`src/rtl/contrast_pkg.sv`:
```
// ---------------------------------------------------------------------------
// contrast_pkg
// Shared constants and types for the contrast gain controller.
//   GAIN_W / GAIN_MAX / GAIN_MIN / GAIN_UNITY : 3-bit gain range, 4 = unity
//   ctrl_state_t                              : MANUAL / AUTO_UP / AUTO_DN
// ---------------------------------------------------------------------------
package contrast_pkg;

    localparam int                GAIN_W     = 3;
    localparam logic [GAIN_W-1:0] GAIN_MAX   = 3'd7;
    localparam logic [GAIN_W-1:0] GAIN_MIN   = 3'd0;
    localparam logic [GAIN_W-1:0] GAIN_UNITY = 3'd4;

    typedef enum logic [1:0] {
        MANUAL  = 2'd0,
        AUTO_UP = 2'd1,
        AUTO_DN = 2'd2
    } ctrl_state_t;

endpackage

```
`src/rtl/key_debounce.sv`:
```
// ---------------------------------------------------------------------------
// key_debounce
// Synchronises one raw active-low push-key into clk, debounces it and emits a
// single-cycle pulse when a press (released -> pressed) is accepted.
// Ports:
//   clk      in  pixel clock
//   rst_n    in  asynchronous reset, active-low
//   i_key_n  in  raw asynchronous key level, 0 = pressed
//   o_press  out 1-cycle pulse on an accepted press; no auto-repeat
// ---------------------------------------------------------------------------
module key_debounce #(
    parameter int DEBOUNCE_CYC = 1_000_000
) (
    input  logic clk,
    input  logic rst_n,
    input  logic i_key_n,
    output logic o_press
);

    localparam int             CNT_W    = (DEBOUNCE_CYC > 1) ? $clog2(DEBOUNCE_CYC) : 1;
    localparam logic [CNT_W-1:0] CNT_LAST = CNT_W'(DEBOUNCE_CYC - 1);

    logic             r_meta;
    logic             r_sync;
    logic             r_level;   // accepted (debounced) level, 1 = released
    logic [CNT_W-1:0] r_cnt;
    logic             r_press;

    always_ff @(posedge clk or negedge rst_n) begin
        if (!rst_n) begin
            r_meta  <= 1'b1;
            r_sync  <= 1'b1;
            r_level <= 1'b1;
            r_cnt   <= '0;
            r_press <= 1'b0;
        end else begin
            r_meta  <= i_key_n;
            r_sync  <= r_meta;
            r_press <= 1'b0;
            // The counter only runs while the synchronised level disagrees with
            // the accepted one; any return to the accepted level restarts it.
            if (r_sync == r_level) begin
                r_cnt <= '0;
            end else if (r_cnt == CNT_LAST) begin
                r_cnt   <= '0;
                r_level <= r_sync;
                r_press <= ~r_sync;
            end else begin
                r_cnt <= r_cnt + CNT_W'(1);
            end
        end
    end

    assign o_press = r_press;

endmodule

```
`src/rtl/contrast_gain_ctrl.sv`:
```
// ---------------------------------------------------------------------------
// contrast_gain_ctrl
// Run-time gain controller for the contrast datapath. Three debounced keys
// drive a manual gain (0..7) or a ping-pong auto sweep; the requested gain is
// committed to the datapath only at frame start. vs/hs/de are delayed to match
// the datapath latency.
// Ports:
//   clk, rst_n                     pixel clock, async active-low reset
//   key_up_n, key_dn_n, key_mode_n raw active-low keys (+1, -1, mode toggle)
//   vs_in, hs_in, de_in            video syncs; vs rising edge = frame start
//   mul_value                      committed gain to the datapath
//   vs_out, hs_out, de_out         syncs delayed DATA_LAT cycles
//   auto_mode                      1 while sweeping (AUTO_UP / AUTO_DN)
//   gain_dirty                     requested gain differs from committed gain
// ---------------------------------------------------------------------------
module contrast_gain_ctrl
    import contrast_pkg::*;
#(
    parameter int                DEBOUNCE_CYC = 1_000_000,
    parameter int                SWEEP_FRAMES = 60,
    parameter logic [GAIN_W-1:0] GAIN_RESET   = GAIN_UNITY,
    parameter int                DATA_LAT     = 1
) (
    input  logic              clk,
    input  logic              rst_n,
    input  logic              key_up_n,
    input  logic              key_dn_n,
    input  logic              key_mode_n,
    input  logic              vs_in,
    input  logic              hs_in,
    input  logic              de_in,
    output logic [GAIN_W-1:0] mul_value,
    output logic              vs_out,
    output logic              hs_out,
    output logic              de_out,
    output logic              auto_mode,
    output logic              gain_dirty
);

    localparam int              FC_W    = (SWEEP_FRAMES > 1) ? $clog2(SWEEP_FRAMES) : 1;
    localparam logic [FC_W-1:0] FC_LAST = FC_W'(SWEEP_FRAMES - 1);

    function automatic logic [GAIN_W-1:0] sat_inc(input logic [GAIN_W-1:0] g);
        return (g == GAIN_MAX) ? g : g + GAIN_W'(1);
    endfunction

    function automatic logic [GAIN_W-1:0] sat_dec(input logic [GAIN_W-1:0] g);
        return (g == GAIN_MIN) ? g : g - GAIN_W'(1);
    endfunction

    logic              w_up_p;
    logic              w_dn_p;
    logic              w_mode_p;
    logic              w_frame_start;

    ctrl_state_t       r_state;
    ctrl_state_t       w_state_nxt;
    logic [GAIN_W-1:0] r_gain_req;
    logic [GAIN_W-1:0] w_gain_nxt;
    logic [GAIN_W-1:0] w_gain_step;
    logic [FC_W-1:0]   r_frame_cnt;
    logic [FC_W-1:0]   w_cnt_nxt;
    logic [GAIN_W-1:0] r_mul;
    logic              r_vs_q1;
    logic              r_vs_q2;
    logic [2:0]        r_sync_dly [DATA_LAT];

    key_debounce #(.DEBOUNCE_CYC(DEBOUNCE_CYC)) u_key_up (
        .clk     (clk),
        .rst_n   (rst_n),
        .i_key_n (key_up_n),
        .o_press (w_up_p)
    );

    key_debounce #(.DEBOUNCE_CYC(DEBOUNCE_CYC)) u_key_dn (
        .clk     (clk),
        .rst_n   (rst_n),
        .i_key_n (key_dn_n),
        .o_press (w_dn_p)
    );

    key_debounce #(.DEBOUNCE_CYC(DEBOUNCE_CYC)) u_key_mode (
        .clk     (clk),
        .rst_n   (rst_n),
        .i_key_n (key_mode_n),
        .o_press (w_mode_p)
    );

    // Edge detect on a registered copy of vs, so frame_start is one cycle
    // after the vs rising edge.
    assign w_frame_start = r_vs_q1 & ~r_vs_q2;

    always_ff @(posedge clk or negedge rst_n) begin
        if (!rst_n) begin
            r_state <= MANUAL;
        end else begin
            r_state <= w_state_nxt;
        end
    end

    always_comb begin
        w_state_nxt = r_state;
        w_gain_nxt  = r_gain_req;
        w_cnt_nxt   = r_frame_cnt;
        w_gain_step = (r_state == AUTO_DN) ? sat_dec(r_gain_req) : sat_inc(r_gain_req);
        case (r_state)
            MANUAL: begin
                // Mode wins over up/down arriving in the same cycle.
                if (w_mode_p) begin
                    w_state_nxt = (r_gain_req == GAIN_MAX) ? AUTO_DN : AUTO_UP;
                    w_cnt_nxt   = '0;
                end else if (w_up_p && !w_dn_p) begin
                    w_gain_nxt = sat_inc(r_gain_req);
                end else if (w_dn_p && !w_up_p) begin
                    w_gain_nxt = sat_dec(r_gain_req);
                end
            end
            AUTO_UP, AUTO_DN: begin
                if (w_mode_p) begin
                    w_state_nxt = MANUAL;
                    w_cnt_nxt   = '0;
                end else if (w_frame_start) begin
                    if (r_frame_cnt == FC_LAST) begin
                        w_cnt_nxt  = '0;
                        w_gain_nxt = w_gain_step;
                        // Reverse direction on reaching an end stop.
                        if (r_state == AUTO_UP && w_gain_step == GAIN_MAX) begin
                            w_state_nxt = AUTO_DN;
                        end else if (r_state == AUTO_DN && w_gain_step == GAIN_MIN) begin
                            w_state_nxt = AUTO_UP;
                        end
                    end else begin
                        w_cnt_nxt = r_frame_cnt + FC_W'(1);
                    end
                end
            end
            default: begin
                w_state_nxt = MANUAL;
            end
        endcase
    end

    always_ff @(posedge clk or negedge rst_n) begin
        if (!rst_n) begin
            r_gain_req  <= GAIN_RESET;
            r_frame_cnt <= '0;
            r_mul       <= GAIN_RESET;
            r_vs_q1     <= 1'b0;
            r_vs_q2     <= 1'b0;
        end else begin
            r_gain_req  <= w_gain_nxt;
            r_frame_cnt <= w_cnt_nxt;
            r_vs_q1     <= vs_in;
            r_vs_q2     <= r_vs_q1;
            // Commits the request held before this edge; a change made in the
            // same cycle waits for the following frame.
            if (w_frame_start) begin
                r_mul <= r_gain_req;
            end
        end
    end

    always_ff @(posedge clk or negedge rst_n) begin
        if (!rst_n) begin
            for (int i = 0; i < DATA_LAT; i++) begin
                r_sync_dly[i] <= 3'b000;
            end
        end else begin
            r_sync_dly[0] <= {vs_in, hs_in, de_in};
            for (int i = 1; i < DATA_LAT; i++) begin
                r_sync_dly[i] <= r_sync_dly[i-1];
            end
        end
    end

    assign vs_out     = r_sync_dly[DATA_LAT-1][2];
    assign hs_out     = r_sync_dly[DATA_LAT-1][1];
    assign de_out     = r_sync_dly[DATA_LAT-1][0];
    assign mul_value  = r_mul;
    assign auto_mode  = (r_state != MANUAL);
    assign gain_dirty = (r_gain_req != r_mul);

endmodule

```
`config.mk`:
```
export PLATFORM = sky130hd
export DESIGN_NAME = contrast_gain_ctrl
export DESIGN_NICKNAME = d
export VERILOG_FILES = /design/src/rtl/contrast_pkg.sv /design/src/rtl/key_debounce.sv /design/src/rtl/contrast_gain_ctrl.sv
export SDC_FILE = /design/constraint.sdc
export NUM_CORES = 1
export LEC_CHECK = 0
export CORE_ASPECT_RATIO = 1.2
export CORE_MARGIN = 4
export CORE_UTILIZATION = 30
export DETAILED_ROUTE_END_ITERATION = 8
export HOLD_SLACK_MARGIN = 0.03
export PLACE_DENSITY = 0.48
export SYNTH_ARGS = -nofsm -noshare
export SYNTH_HDL_FRONTEND = slang
export SYNTH_SLANG_ARGS = --single-unit
export TNS_END_PERCENT = 10
```
`constraint.sdc`:
```
create_clock -name clk -period 3 [get_ports clk]
set_input_delay 0.9 -clock clk [delete_from_list [all_inputs] [get_ports clk]]
set_output_delay 0.9 -clock clk [all_outputs]
set_load 0.01 [all_outputs]
```
==> run summary <==
The fraction of synthesis flops using an asynchronous set or reset pin is 1.00. The buffer count from post-CTS setup fixing came out at 0. Before CTS, the worst setup slack after placement is 0.693 ns. Among all cell types in the netlist, the one instantiated most often is sky130_fd_sc_hd__dfrtp_1. The worst pin sits at a relative slew slack of 0.522. The design internal power is 0.00199 W. The number of gates resized after CTS was 0. The final critical delay including setup and external delays is 2.65 ns. The remaining global-route overflow came out at 0.

After routing, the total negative slack on setup checks comes to 0 ns. The sum of met2 wire segment lengths after detailed routing came out at 3680 um. Setup repair after global routing left no endpoint under its margin. The final worst clock skew is 0.00752 ns. The run finished with clean final reports. The worst setup path is captured at an output port. The number of antenna violations at the first check in global routing is 0. The clock share of power came out at 0.479.

The part of the cycle the worst path needs came out at 0.882. The first global-routing pass estimated 14600 um of wire. The net switching power of the design is 0.000547 W. Across the run, the number of max-cap violations was 0. The smallest setup slack after layout is 0.353 ns. Across every metal layer, demand over resource in global routing totals 0.107. The H-tree generated during clock tree synthesis spans 3 levels. The total setup violations reported at the end of the flow is 0. The synthesized area per cell came out at 10.3 um2. The maximum VDD drop is 260 uV. The sum of internal, switching and leakage power is 0.00254 W.

The register clock-pin slew on the reported worst setup and hold paths is 0.06 ns. The signal on the critical path passes through inv_1, ha_1, inv_1, clkdlybuf4s50_1. Yosys attributes the largest share of cell area to sky130_fd_sc_hd__dfrtp_1, sky130_fd_sc_hd__xor2_1, sky130_fd_sc_hd__dfstp_2, sky130_fd_sc_hd__nor2_1, sky130_fd_sc_hd__xnor2_1. The top achievable clock speed is 378 MHz.

TritonCTS built the clock tree. The count of final max-slew check failures came out at 0. At the pin with the least slew margin, the transition time is 0.717 ns. The number of distinct library cells after synthesis is 59. The floorplan row count came out at 48. The top-area cell type share of the netlist area came out at 0.448. The half-perimeter wire length after placement is 5380 um. In this run the power density over the cells is 500 nW/um2. The share of total power dissipated in sequential elements is 0.491.

The post-cts hold buffer count is 0. The routed design has 7900 um of wire. In the final routed layout, each cell accounts on average for 12.5 um. The sequential cell area fraction in the yosys report is 0.514.

The net count of the finished layout is 471. TritonCTS created 9 clock buffers. Routability-driven placement finished with a final weighted congestion of 0.823. Entering global routing, the biggest net connects 54 pins. The netlist area before placement came out at 4410 um2. The CTS sink count came out at 90. The commonest cells after synthesis are sky130_fd_sc_hd__dfrtp_1, sky130_fd_sc_hd__nor2_1, sky130_fd_sc_hd__xor2_1, sky130_fd_sc_hd__nand2_1, sky130_fd_sc_hd__nand3_1. The final count of hold timing violations is 0. Among all stages on the critical path, the largest delay is contributed by sky130_fd_sc_hd__clkdlybuf4s50_1. The number of vias after detailed routing is 2968. The number of violations reported at the end of detailed-routing iteration 0 is 100. The multi-input combinational cell area came out at 2040 um2.

The number of storage elements in the synthesis netlist came out at 90. Data on the critical path is required at its endpoint by 2.10 ns. The library cell used as clock root buffer is sky130_fd_sc_hd__clkbuf_16. The post-synthesis cell count is 430. The number of placed I/O pins is 16. The critical path contains buffers and inverters numbering 3 combined. The initial standard-cell utilization of the core is 0.306. The clock latency on the worst-skew pair came out at 0.35 ns. The floorplan step set the die height to 141 um. By instance count, the cell type seen most on the critical path is sky130_fd_sc_hd__inv_1. The number of buffers between clock root and the deepest sink came out at 2. The storage element area is 2270 um2.

The via count of the first global-routing pass was 3113. The maximum fanout along the worst path is 6. The placeable core region is 14400 um2.

The highest metal layer carrying signal wires in the routed design is met4. Counting every net in the synthesized netlist gives 450. STA classifies the critical path startpoint as a register. After detailed routing, the number of remaining DRC violations is 0. The largest single stage delay on the critical path is 0.54 ns.

The fraction of power spent switching nets is 0.215. The overall die width is 119 um. The first-pass iteration count of the detailed router came out at 4. In this run the static leakage power is 2.13 nW.

Input and output buffers added on the ports amount to 15. The commonest register cell after synthesis is sky130_fd_sc_hd__dfrtp_1. The area enclosed by the die boundary came out at 16700 um2. Yosys mapped a number of flops with a built-in enable equal to 0.

The count of nets left with antenna violations once routing finished came out at 0. The growth of design area from synthesis to finish is 15.1%. Summed over all instances, the cell type with the most area after synthesis is sky130_fd_sc_hd__dfrtp_1. Counting the fill cells in the layout gives 1433.

The path class of the tightest hold or removal check is register to register. The layout cell share with drive strength beyond 1 is 0.0987. The share of total power dissipated in combinational logic is 0.030. The critical path arrival is 1.75 ns. The detailed router put a total of 3740 um of wire on met1. 0 antenna diodes ended up in the layout. Summed over all nets, wire length on met3 after detailed routing comes to 265 um. The post-detailed-route via-to-cell ratio came out at 4.70.

The critical path is of the register to output port type. The family with the most delay on the worst path is buffers and inverters. The number of warnings reported in the yosys synthesis log came out at 0.
==> layout by cell type, fill, tap and decap left out, types with 2 or more instances in the layout <==
cell / n
sky130_fd_sc_hd__nor4_1: 3
sky130_fd_sc_hd__bufinv_16: 2
sky130_fd_sc_hd__a21oi_1: 9
sky130_fd_sc_hd__nor4b_1: 3
sky130_fd_sc_hd__nand3_1: 31
sky130_fd_sc_hd__o211ai_1: 2
sky130_fd_sc_hd__nand4_1: 11
sky130_fd_sc_hd__inv_1: 14
sky130_fd_sc_hd__nor4_2: 3
sky130_fd_sc_hd__buf_4: 2
sky130_fd_sc_hd__dfrtp_1: 79
sky130_fd_sc_hd__and4_1: 2
sky130_fd_sc_hd__nand2b_1: 2
sky130_fd_sc_hd__clkbuf_16: 9
sky130_fd_sc_hd__nor3b_1: 2
sky130_fd_sc_hd__o21ai_0: 4
sky130_fd_sc_hd__xnor2_1: 28
sky130_fd_sc_hd__mux2_2: 4
sky130_fd_sc_hd__ha_1: 12
sky130_fd_sc_hd__xor2_1: 38
sky130_fd_sc_hd__clkinvlp_4: 3
sky130_fd_sc_hd__mux2i_1: 3
sky130_fd_sc_hd__and2_1: 3
sky130_fd_sc_hd__nor3_1: 8
sky130_fd_sc_hd__and3_1: 6
sky130_fd_sc_hd__nor2_1: 76
sky130_fd_sc_hd__nor2b_1: 5
sky130_fd_sc_hd__clkdlybuf4s50_1: 14
sky130_fd_sc_hd__dfstp_2: 11
sky130_fd_sc_hd__nand2_1: 34
==> layer usage <==
metal	track usage	up-vias
li1	-	1494
met5	0	-
met3	0.0265	10
met2	0.172	36
met1	0.130	1428
met4	0.0616	0
==> per-stage QoR <==
stage	cell area (um2)	util	instances	hold slack (ns)
after floorplan	4410	-	430	0.345
after global placement	4760	0.330	615	0.347
after detailed placement	4760	0.330	615	0.349
after CTS	5080	0.352	631	0.359
after global routing	5080	0.352	631	0.362
final	5080	0.352	631	0.359
==> state kept, by name (all words and copies together), names as in the netlist, 2 cells and up <==
name,cells
r_state,2
mul_value,3
u_key_up.r_cnt,20
r_gain_req,3
u_key_dn.r_cnt,20
u_key_mode.r_cnt,20
r_frame_cnt,6
r_sync_dly,3
==> cells by family (layout without fill, tap and decap cells) <==
kind of cell             count (synthesis)  in the layout  synth area share
buffers and inverters                   21             47            0.0233
adder cells (fa/ha/maj)                 12             12            0.0340
XOR/XNOR                                66             66             0.131
multiplexers                             7              7            0.0170
flip-flops                              90             90             0.514
AND/OR/NAND/NOR                        202            202             0.228
AO/OA/AOI/OAI                           32             32            0.0530
==> final timing paths <==
| path | start | endpoint | slack (ns) | depth (start not counted) |
|---|---|---|---|---|
| max | r_state[0]$_DFFE_PN0P_ | auto_mode | 0.35 | 4 |
| min | u_key_dn.r_meta$_DFF_PN1_ | u_key_dn.r_sync$_DFF_PN1_ | 0.36 | 0 |
| max reg2reg | r_gain_req[1]$_DFFE_PN0P_ | r_state[0]$_DFFE_PN0P_ | 0.68 | 8 |
| min reg2reg | u_key_dn.r_meta$_DFF_PN1_ | u_key_dn.r_sync$_DFF_PN1_ | 0.36 | 0 |
| max in group asynchronous | rst_n | u_key_mode.r_level$_DFFE_PN1P_ | 1.73 | 2 |
| min in group asynchronous | rst_n | u_key_dn.r_cnt[19]$_DFF_PN0_ | 0.61 | 1 |
==> cell type report <==
type	instances	share of cell area
well taps	175	0.0431
flip-flops and latches	90	0.446
inverters	14	0.0104
multi-input cells	319	0.403
repair buffers	17	0.0345
clock inverters	6	0.0180
clock buffers	10	0.0451
==> power groups by stage <==
stage               registers (W)  logic [W]  clock network, W
CTS                       0.00125  0.0000816           0.00127
finish                    0.00125  0.0000770           0.00122
global route              0.00125  0.0000913           0.00131
global placement          0.00127  0.0000805                 0
detailed placement        0.00127  0.0000814                 0
floorplan                 0.00127  0.0000318                 0
Note: power is estimated with default switching activity, not from simulation.
